<file path="config.mk">
export PLATFORM = sky130hd
export DESIGN_NAME = branch_resolve_queue_flat
export DESIGN_NICKNAME = d
export VERILOG_FILES = /design/src/rtl/branch_resolve_queue_if.sv /design/src/rtl/branch_resolve_queue.sv /design/src/flat_wrapper.sv
export SDC_FILE = /design/constraint.sdc
export NUM_CORES = 1
export LEC_CHECK = 0
export CAP_MARGIN = 25
export CORE_MARGIN = 2
export CORE_UTILIZATION = 36
export DETAILED_ROUTE_END_ITERATION = 16
export SYNTH_ARGS = -nofsm -noshare
export SYNTH_HDL_FRONTEND = slang
export SYNTH_SLANG_ARGS = --single-unit
</file>
<file path="constraint.sdc">
create_clock -name clk -period 7.7 [get_ports clk]
set_input_delay 2.31 -clock clk [delete_from_list [all_inputs] [get_ports clk]]
set_output_delay 2.31 -clock clk [all_outputs]
set_load 0.005 [all_outputs]
</file>
<file path="src/rtl/branch_resolve_queue_if.sv">
// branch_resolve_queue_if: prediction push, resolve and predictor-update bundle
interface branch_resolve_queue_if #(
  parameter int bit_width = 32,
  parameter int hist_bits = 12,
  parameter int depth = 8
);
  logic predValid;
  logic [bit_width-1:0] predPc;
  logic predTaken;
  logic [bit_width-1:0] predTarget;
  logic [hist_bits-1:0] predHistory;
  logic resolveValid;
  logic resolveTaken;
  logic [bit_width-1:0] resolveTarget;
  logic full;
  logic empty;
  logic [$clog2(depth):0] count;
  logic update;
  logic [bit_width-1:0] updatePc;
  logic reality;
  logic flush;
  logic [bit_width-1:0] redirectPc;
  logic [hist_bits-1:0] restoreHistory;
  logic overflow;
  logic underflow;
  modport master (
    output predValid, predPc, predTaken, predTarget, predHistory,
    output resolveValid, resolveTaken, resolveTarget,
    input full, empty, count, update, updatePc, reality,
    input flush, redirectPc, restoreHistory, overflow, underflow
  );
  modport slave (
    input predValid, predPc, predTaken, predTarget, predHistory,
    input resolveValid, resolveTaken, resolveTarget,
    output full, empty, count, update, updatePc, reality,
    output flush, redirectPc, restoreHistory, overflow, underflow
  );
endinterface

</file>
<file path="src/rtl/branch_resolve_queue.sv">
// branch_resolve_queue: in-order branch resolution FIFO; BRQ_TARGET_CHECK_EN adds target mispredict detection
module branch_resolve_queue #(
  parameter int bit_width = 32,
  parameter int depth = 8,
  parameter int hist_bits = 12
) (
  input logic clk,
  input logic rst_n,
  branch_resolve_queue_if.slave bus
);
  localparam int aw = $clog2(depth);
  localparam logic [aw:0] cap = (aw+1)'(depth);
  logic [bit_width-1:0] pc_q [depth];
  logic [hist_bits-1:0] hs_q [depth];
  logic [depth-1:0] tk_q;
  logic [aw-1:0] head, tail;
  logic [aw:0] cnt;
  logic do_res, do_push, mis, tmis;
`ifdef BRQ_TARGET_CHECK_EN
  logic [bit_width-1:0] tg_q [depth];
  assign tmis = tk_q[head] && bus.resolveTaken && tg_q[head] != bus.resolveTarget;
  // predicted targets are only kept when target checking is built in
  always_ff @(posedge clk)
    if (do_push) tg_q[tail] <= bus.predTarget;
`else
  assign tmis = 1'b0;
`endif
  assign bus.count = cnt;
  assign bus.full = cnt == cap;
  assign bus.empty = cnt == '0;
  // a resolve against an empty queue is ignored; a full queue only accepts a push alongside a resolve
  always_comb begin
    do_res = bus.resolveValid && cnt != '0;
    mis = tk_q[head] != bus.resolveTaken || tmis;
    do_push = bus.predValid && (cnt != cap || do_res);
  end
  // entry storage needs no reset: occupancy is tracked by the pointers
  always_ff @(posedge clk)
    if (do_push) begin
      pc_q[tail] <= bus.predPc;
      tk_q[tail] <= bus.predTaken;
      hs_q[tail] <= bus.predHistory;
    end
  // pointers, occupancy, registered training/flush outputs and sticky error flags
  always_ff @(posedge clk or negedge rst_n)
    if (!rst_n) begin
      head <= '0;
      tail <= '0;
      cnt <= '0;
      bus.update <= 1'b0;
      bus.updatePc <= '0;
      bus.reality <= 1'b0;
      bus.flush <= 1'b0;
      bus.redirectPc <= '0;
      bus.restoreHistory <= '0;
      bus.overflow <= 1'b0;
      bus.underflow <= 1'b0;
    end else begin
      bus.update <= do_res;
      bus.flush <= do_res && mis;
      bus.overflow <= bus.overflow | (bus.predValid && cnt == cap && !bus.resolveValid);
      bus.underflow <= bus.underflow | (bus.resolveValid && cnt == '0);
      if (do_res) begin
        bus.updatePc <= pc_q[head];
        bus.reality <= bus.resolveTaken;
      end
      if (do_res && mis) begin
        bus.redirectPc <= bus.resolveTaken ? bus.resolveTarget : pc_q[head] + bit_width'(4);
        bus.restoreHistory <= {hs_q[head][hist_bits-2:0], bus.resolveTaken};
        head <= '0;
        tail <= '0;
        cnt <= '0;
      end else begin
        head <= head + aw'(do_res);
        tail <= tail + aw'(do_push);
        cnt <= cnt + (aw+1)'(do_push) - (aw+1)'(do_res);
      end
    end
endmodule
</file>
<file path="src/flat_wrapper.sv">
// flat-port wrapper written by rule: the top's interface ports become plain ports
module branch_resolve_queue_flat 
#(
  parameter int bit_width = 32,
  parameter int depth = 8,
  parameter int hist_bits = 12
)
  (clk, rst_n, bus_predValid, bus_predPc, bus_predTaken, bus_predTarget, bus_predHistory, bus_resolveValid, bus_resolveTaken, bus_resolveTarget, bus_full, bus_empty, bus_count, bus_update, bus_updatePc, bus_reality, bus_flush, bus_redirectPc, bus_restoreHistory, bus_overflow, bus_underflow);
  branch_resolve_queue_if #(.bit_width(bit_width), .hist_bits(hist_bits), .depth(depth)) bus_i ();
  input logic clk;
  input logic rst_n;
  input wire logic [$bits(bus_i.predValid)-1:0] bus_predValid;
  input wire logic [$bits(bus_i.predPc)-1:0] bus_predPc;
  input wire logic [$bits(bus_i.predTaken)-1:0] bus_predTaken;
  input wire logic [$bits(bus_i.predTarget)-1:0] bus_predTarget;
  input wire logic [$bits(bus_i.predHistory)-1:0] bus_predHistory;
  input wire logic [$bits(bus_i.resolveValid)-1:0] bus_resolveValid;
  input wire logic [$bits(bus_i.resolveTaken)-1:0] bus_resolveTaken;
  input wire logic [$bits(bus_i.resolveTarget)-1:0] bus_resolveTarget;
  output wire logic [$bits(bus_i.full)-1:0] bus_full;
  output wire logic [$bits(bus_i.empty)-1:0] bus_empty;
  output wire logic [$bits(bus_i.count)-1:0] bus_count;
  output wire logic [$bits(bus_i.update)-1:0] bus_update;
  output wire logic [$bits(bus_i.updatePc)-1:0] bus_updatePc;
  output wire logic [$bits(bus_i.reality)-1:0] bus_reality;
  output wire logic [$bits(bus_i.flush)-1:0] bus_flush;
  output wire logic [$bits(bus_i.redirectPc)-1:0] bus_redirectPc;
  output wire logic [$bits(bus_i.restoreHistory)-1:0] bus_restoreHistory;
  output wire logic [$bits(bus_i.overflow)-1:0] bus_overflow;
  output wire logic [$bits(bus_i.underflow)-1:0] bus_underflow;
  assign bus_i.predValid = bus_predValid;
  assign bus_i.predPc = bus_predPc;
  assign bus_i.predTaken = bus_predTaken;
  assign bus_i.predTarget = bus_predTarget;
  assign bus_i.predHistory = bus_predHistory;
  assign bus_i.resolveValid = bus_resolveValid;
  assign bus_i.resolveTaken = bus_resolveTaken;
  assign bus_i.resolveTarget = bus_resolveTarget;
  assign bus_full = bus_i.full;
  assign bus_empty = bus_i.empty;
  assign bus_count = bus_i.count;
  assign bus_update = bus_i.update;
  assign bus_updatePc = bus_i.updatePc;
  assign bus_reality = bus_i.reality;
  assign bus_flush = bus_i.flush;
  assign bus_redirectPc = bus_i.redirectPc;
  assign bus_restoreHistory = bus_i.restoreHistory;
  assign bus_overflow = bus_i.overflow;
  assign bus_underflow = bus_i.underflow;
  branch_resolve_queue #(.bit_width(bit_width), .depth(depth), .hist_bits(hist_bits)) u_core (.clk(clk), .rst_n(rst_n), .bus(bus_i));
endmodule
</file>
==> results of run 1 <==
## layer usage
layer,global-route usage (%),vias to the layer above,share of wire (%)
met2,28.45,277,48
met4,4.364,8,1.8
met5,0,-,0.11
li1,-,4366,-
met1,23.20,5028,43
met3,4.053,56,6.7
## final cells by class
class	count	area (um2)	area share, %
diodes	1	2.502	0.01145
clock buffers	65	1295	5.927
clock inverters	20	257.7	1.180
inverters	14	52.55	0.2405
multi-input cells	503	4682	21.43
flip-flops and latches	443	12860	58.85
well taps	664	830.8	3.803
repair buffers	191	1869	8.556
## flip-flops by register name, summed over array words and instances (netlist names)
| signal | cells |
|---|---|
| u_core.bus.updatePc | 32 |
| u_core.bus.count | 4 |
| u_core.tail | 3 |
| u_core.head | 3 |
| u_core.bus.underflow | 1 |
| u_core.bus.overflow | 1 |
| u_core.bus.reality | 1 |
| u_core.bus.restoreHistory | 12 |
| u_core.tk_q | 8 |
| u_core.hs_q | 88 |
| u_core.pc_q | 256 |
| u_core.bus.update | 1 |
| u_core.bus.flush | 1 |
| u_core.bus.redirectPc | 32 |
## critical path, cell delays in order
cell and delay (ns):
clkdlybuf4s50_1 0.49, nand2b_2 0.11, buf_4 0.54, clkinv_1 0.73
nand2_1 0.35, o21ai_0 0.13, ha_1 0.23, fa_1 0.38
xnor2_1 0.16, nor2_1 0.05
## power by group through the flow
stage               clock [W]  combinational (W)  sequential (W)
floorplan                   0            0.00158         0.00329
global placement            0            0.00261         0.00339
detailed placement          0            0.00265         0.00341
CTS                   0.00234            0.00266         0.00336
global route          0.00243            0.00285         0.00340
finish                0.00229            0.00261         0.00335
## metrics by stage
step	instance area [um2]	cells	utilization, %	setup WS [ns]
after global routing	21850	1901	44.54	2.280
final	21850	1901	44.54	2.585
after global placement	20290	1815	41.37	1.971
after detailed placement	20290	1815	41.37	1.959
after CTS	21850	1900	44.54	2.582
after floorplan	17900	1014	-	1.088
## cell usage in the layout, fill, tap and decap left out, types with 14 or more instances in the layout
cell	n
mux4_2	58
mux4_1	24
nor2_1	36
dfrtp_1	88
xnor2_1	15
clkbuf_1	14
nand2_1	84
o21ai_0	58
edfxtp_1	352
buf_4	23
o22ai_1	17
clkbuf_16	48
mux2i_1	54
a21oi_1	29
clkdlybuf4s50_1	165
## worst min path at each step
stage / startpoint / to / slack [ns] / cells after the start
2_1_floorplan: u_core.bus.underflow / u_core.bus.underflow / 0.45 / 1
3_3_place_gp: u_core.bus.underflow / u_core.bus.underflow / 0.44 / 1
3_5_place_dp: u_core.bus.underflow / u_core.bus.underflow / 0.45 / 1
4_1_cts: u_core.bus.underflow / u_core.bus.underflow / 0.46 / 1
5_1_grt: u_core.bus.underflow / u_core.bus.underflow / 0.48 / 1
6_report: u_core.bus.underflow / u_core.bus.underflow / 0.46 / 1
## cell families after synthesis
family / after synthesis / share of synthesized area (%)
xor+xnor: 27 / 1.321
fa+ha+maj: 10 / 0.7410
flops: 443 / 71.78
buf+inv: 68 / 2.398
compound gates: 127 / 4.055
mux: 142 / 14.22
simple gates: 197 / 5.488
==> flow_metrics.tcl, run 1 <==
set metrics [dict create \
    fin_crit_sh_pct 66.43 \
    synth.ff_latch_count 443 \
    endpoint "u_core.bus.count[2]" \
    fmax_mhz 195.5 \
    max_slew_margin_pct 32.09 \
    async_reset_ff_share_pct 20.54 \
    syn_inst 1014 \
    fin_crit_ns 5.115 \
    clk_pin_slew_ns 0.06 \
    required_ns 8.12 \
    min_path_type "flop to flop" \
    hold_viol 0 \
    combinationalPowerShare_pct 31.6 \
    post_cts_buffers 0 \
    yosysMostFrequentCell "edfxtp_1" \
    syn_area_um2 17900 \
    drt_iter0_markers 829 \
    critPathKind "input pin to flop" \
    ys_types 59 \
    rows 81 \
    outcome "finished, final reports clean" \
    nets 1323 \
    cts.sinks 443 \
    cts_tree "yes" \
    drv_slew 0 \
    ant_nets 0 \
    die_y_um 227.0 \
    grt_pass1_vias 9921 \
    clk_latency_ns 0.58 \
    crit_start "bus_resolveValid" \
    clock_skew_ns 0.02345 \
    drt_wl_total_um 43740 \
    grt_max_degree 66 \
    grt-ovfl-total 0 \
    io_buffers 167 \
    postCtsResizedCells 0 \
    crit_fanout 65 \
    core_area_um2 49050 \
    ys_warn_count 0 \
    finalSetupTns_ns 0 \
    yosys.area.top_type "edfxtp_1" \
    synth_top_area_share_pct 59.06 \
    r2r_slack_ns 3.46 \
    die_x_um 227.0 \
    regToRegEndpoint "u_core.bus.redirectPc[31]" \
    drtPass1Iterations 5 \
    rsz0062_at_grt "no" \
    ctsHoldBuffers 0 \
    setup_viol 0 \
    clock_path_buffers 3 \
    wl_per_cell_um 23.01 \
    power_frac_clock_pct 27.8 \
    switching_power_w 0.002590 \
    synth_area_leaders "edfxtp_1 (59%), dfrtp_1 (13%), mux4_2 (7.3%), mux4_1 (3.5%), mux2i_1 (3.0%)" \
    grt_pass1_wl_um 64720 \
    tightest_slew_ns 1.017 \
    drc 0 \
    gp_congestion 0.7663 \
    initial_core_util_pct 36.49 \
    avgSynthCellArea_um2 17.65 \
    layout-drive-gt1-share_pct 15.13 \
    cp.arrival_ns 5.54 \
    top_level_ports 201 \
    rr_worst_depth 8 \
    antenna_found_initial 5 \
    cts_buffers 46 \
    hold_slack_ns 0.4559 \
    synth_seq_area_share_pct 71.78 \
    peakVddDrop_mv 0.1771 \
    seq_power_share_pct 40.6 \
    n_fill_cell 4369 \
    hpwl_um 27210 \
    ys_top_cells_by_count "edfxtp_1 (352), dfrtp_1 (91), nand2_1 (85)" \
    p_total_w 0.008250 \
    cts-root-buf "clkbuf_16" \
    cp-start-kind "input pin" \
    cp-end-kind "flop" \
    cap_violations 0 \
    via_count 9735 \
    area_delta_synth_final_pct 22.07 \
    syn-num-nets 1138 \
    switching_share_pct 31.39 \
    dieArea_um2 51520 \
    vias_per_cell 5.121 \
    cell_internal_pwr_w 0.005660 \
    p_leak_nw 7.452 \
    synth_edf_count 352 \
    htreeDepth 2 \
    yosys_most_used_dff "edfxtp_1" \
    timing.rr.start "u_core.head[0]" \
    power.density_nw_per_um2 377.6 \
    grt_use_total_pct 17.27 \
]
(Power assumes the default switching activity.)
==> run 2: changes to the inputs <==
==> constraint.sdc (replaced) <==
create_clock -name clk -period 5 [get_ports clk]
set_input_delay 1.5 -clock clk [delete_from_list [all_inputs] [get_ports clk]]
set_output_delay 1.5 -clock clk [all_outputs]
set_load 0.005 [all_outputs]
==> run 2 against run 1 <==
  * Wire length is 0.27% higher
  * Hold slack better by 0.0045 ns
  * Highest routed layer unchanged
  * Clock skew is 0.0068 ns lower
  * Critical path type is now flop to flop
==> flow_metrics.tcl, run 2 (synthesized netlist as in run 1, its figures left out) <==
set metrics [dict create \
    max_slew_margin_pct 31.06 \
    tightest_slew_ns 1.005 \
    finalSetupTns_ns 0 \
    drt_wl_total_um 43860 \
    wl_met2_um 21600 \
    fin_crit_sh_pct 78.14 \
    top_level_ports 201 \
    gp_congestion 0.7583 \
    hold_viol 0 \
    dpl_cell_area_um2 20430 \
    cts-root-buf "clkbuf_16" \
    rsz0062_at_grt "no" \
    grt_pass1_wl_um 64970 \
    initial_core_util_pct 36.49 \
    top_register "u_core.pc_q" \
    final-instance-count-excl-fill 1916 \
    required_ns 5.42 \
    vias_per_cell 5.144 \
    dr_wl_met3_um 2954 \
    drt_iter0_markers 731 \
    fin_crit_ns 3.907 \
    critPathKind "flop to flop" \
    cts.sinks 443 \
    clk_latency_ns 0.58 \
    place_inst 1825 \
    postCtsResizedCells 0 \
    p_leak_nw 7.494 \
    cp.arrival_ns 4.32 \
    wl_met1_um 18600 \
    top_layer "met5" \
    hold_slack_ns 0.4605 \
    clk_pin_slew_ns 0.06 \
    rows 81 \
    fmax_mhz 256.0 \
    nets 1335 \
    htreeDepth 2 \
    setup_viol 0 \
    core_area_um2 49050 \
    power.density_nw_per_um2 575.7 \
    outcome "finished, final reports clean" \
    critPathMaxStageDelay_ns 0.78 \
    clock_skew_ns 0.01668 \
    grt_use_total_pct 17.27 \
    hpwl_um 27330 \
    via_count 9855 \
    cp-end-kind "flop" \
    reg_top3 "u_core.pc_q: 256 flops, u_core.hs_q: 88 flops" \
    antenna_found_initial 5 \
    post_cts_buffers 0 \
    mostFrequentLayoutCells "edfxtp_1 (352), clkdlybuf4s50_1 (165), dfrtp_1 (88)" \
    cp_cell_sequence "buf_4 > mux4_1 > mux2i_1 > or4_1 > nor4_2 > nand3_1 > xnor2_1 > a21oi_1" \
    grt-ovfl-total 0 \
    peakVddDrop_mv 0.2748 \
    cp_slowest_cell "dfrtp_4" \
    ant_nets 0 \
    dieArea_um2 51520 \
    area_delta_synth_final_pct 22.66 \
    final_common_cell "edfxtp_1" \
    cp-start-kind "flop" \
    utilization_pct 44.76 \
    clock_path_buffers 3 \
    drtPass1Iterations 5 \
    die_y_um 227.0 \
    drv_slew 0 \
    min_path_type "flop to flop" \
    die_x_um 227.0 \
    io_buffers 167 \
    layout-drive-gt1-share_pct 15.75 \
    wl_per_cell_um 22.89 \
    ctsHoldBuffers 0 \
    crit_fanout 30 \
    grt_pass1_vias 9949 \
    grt_max_degree 65 \
    largest_reg_flops 256 \
    drc 0 \
    cap_violations 0 \
    cts_buffers 48 \
    design_area_um2 21950 \
    cts_tree "yes" \
]
## run 2: path summary, 6_finish.rpt
path | endpoint | startpoint | depth (start not counted) | slack, ns
max in group asynchronous | u_core.bus.redirectPc[6] | rst_n | 2 | 3.24
setup / recovery | u_core.bus.redirectPc[18] | u_core.head[0] | 8 | 1.09
setup reg to reg | u_core.bus.redirectPc[18] | u_core.head[0] | 8 | 1.09
hold reg to reg | u_core.bus.underflow | u_core.bus.underflow | 1 | 0.46
min in group asynchronous | u_core.bus.redirectPc[22] | rst_n | 1 | 0.90
hold / removal | u_core.bus.underflow | u_core.bus.underflow | 1 | 0.46
## run 2: cell type report
| cell class | instances | area, um2 |
|---|---|---|
| Antenna cell | 1 | 2.502 |
| Clock buffer | 67 | 1345 |
| Clock inverter | 23 | 176.4 |
| Fill cell | 4330 | 27100 |
| Inverter | 14 | 52.55 |
| Multi-Input combinational cell | 503 | 4695 |
| Sequential cell | 443 | 12860 |
| Tap cell | 664 | 830.8 |
| Timing Repair Buffer | 201 | 1994 |
## run 2: metrics by stage
| step | power, W | setup slack [ns] |
|---|---|---|
| floorplan | 0.007502 | 0.3747 |
| global route | 0.01332 | 0.7794 |
| global placement | 0.009301 | 1.072 |
| CTS | 0.01282 | 1.103 |
| detailed placement | 0.009381 | 1.041 |
| finish | 0.01264 | 1.093 |
## run 2: power breakdown
part | switching (W) | internal (W) | total, W | leakage [nW]
Combinational | 0.00217 | 0.00192 | 0.00408 | 2.46
Clock | 0.00142 | 0.00198 | 0.00341 | 0.744
Sequential | 0.000431 | 0.00472 | 0.00515 | 4.29
## run 2: worst max-delay path: cells and delay by family, from the launching register on
kind            cells  cell delay, ns
compound gates      1            0.13
xor+xnor            1            0.47
buf+inv             1            0.40
flops               1            0.78
mux                 2            0.54
simple gates        3            1.39
## run 2: metal layers
layer  GRT usage [%]  up-vias
li1                -     4380
met1           23.52     5101
met2           28.28      313
met3           4.001       53
met4           4.048        8
met5               0        -
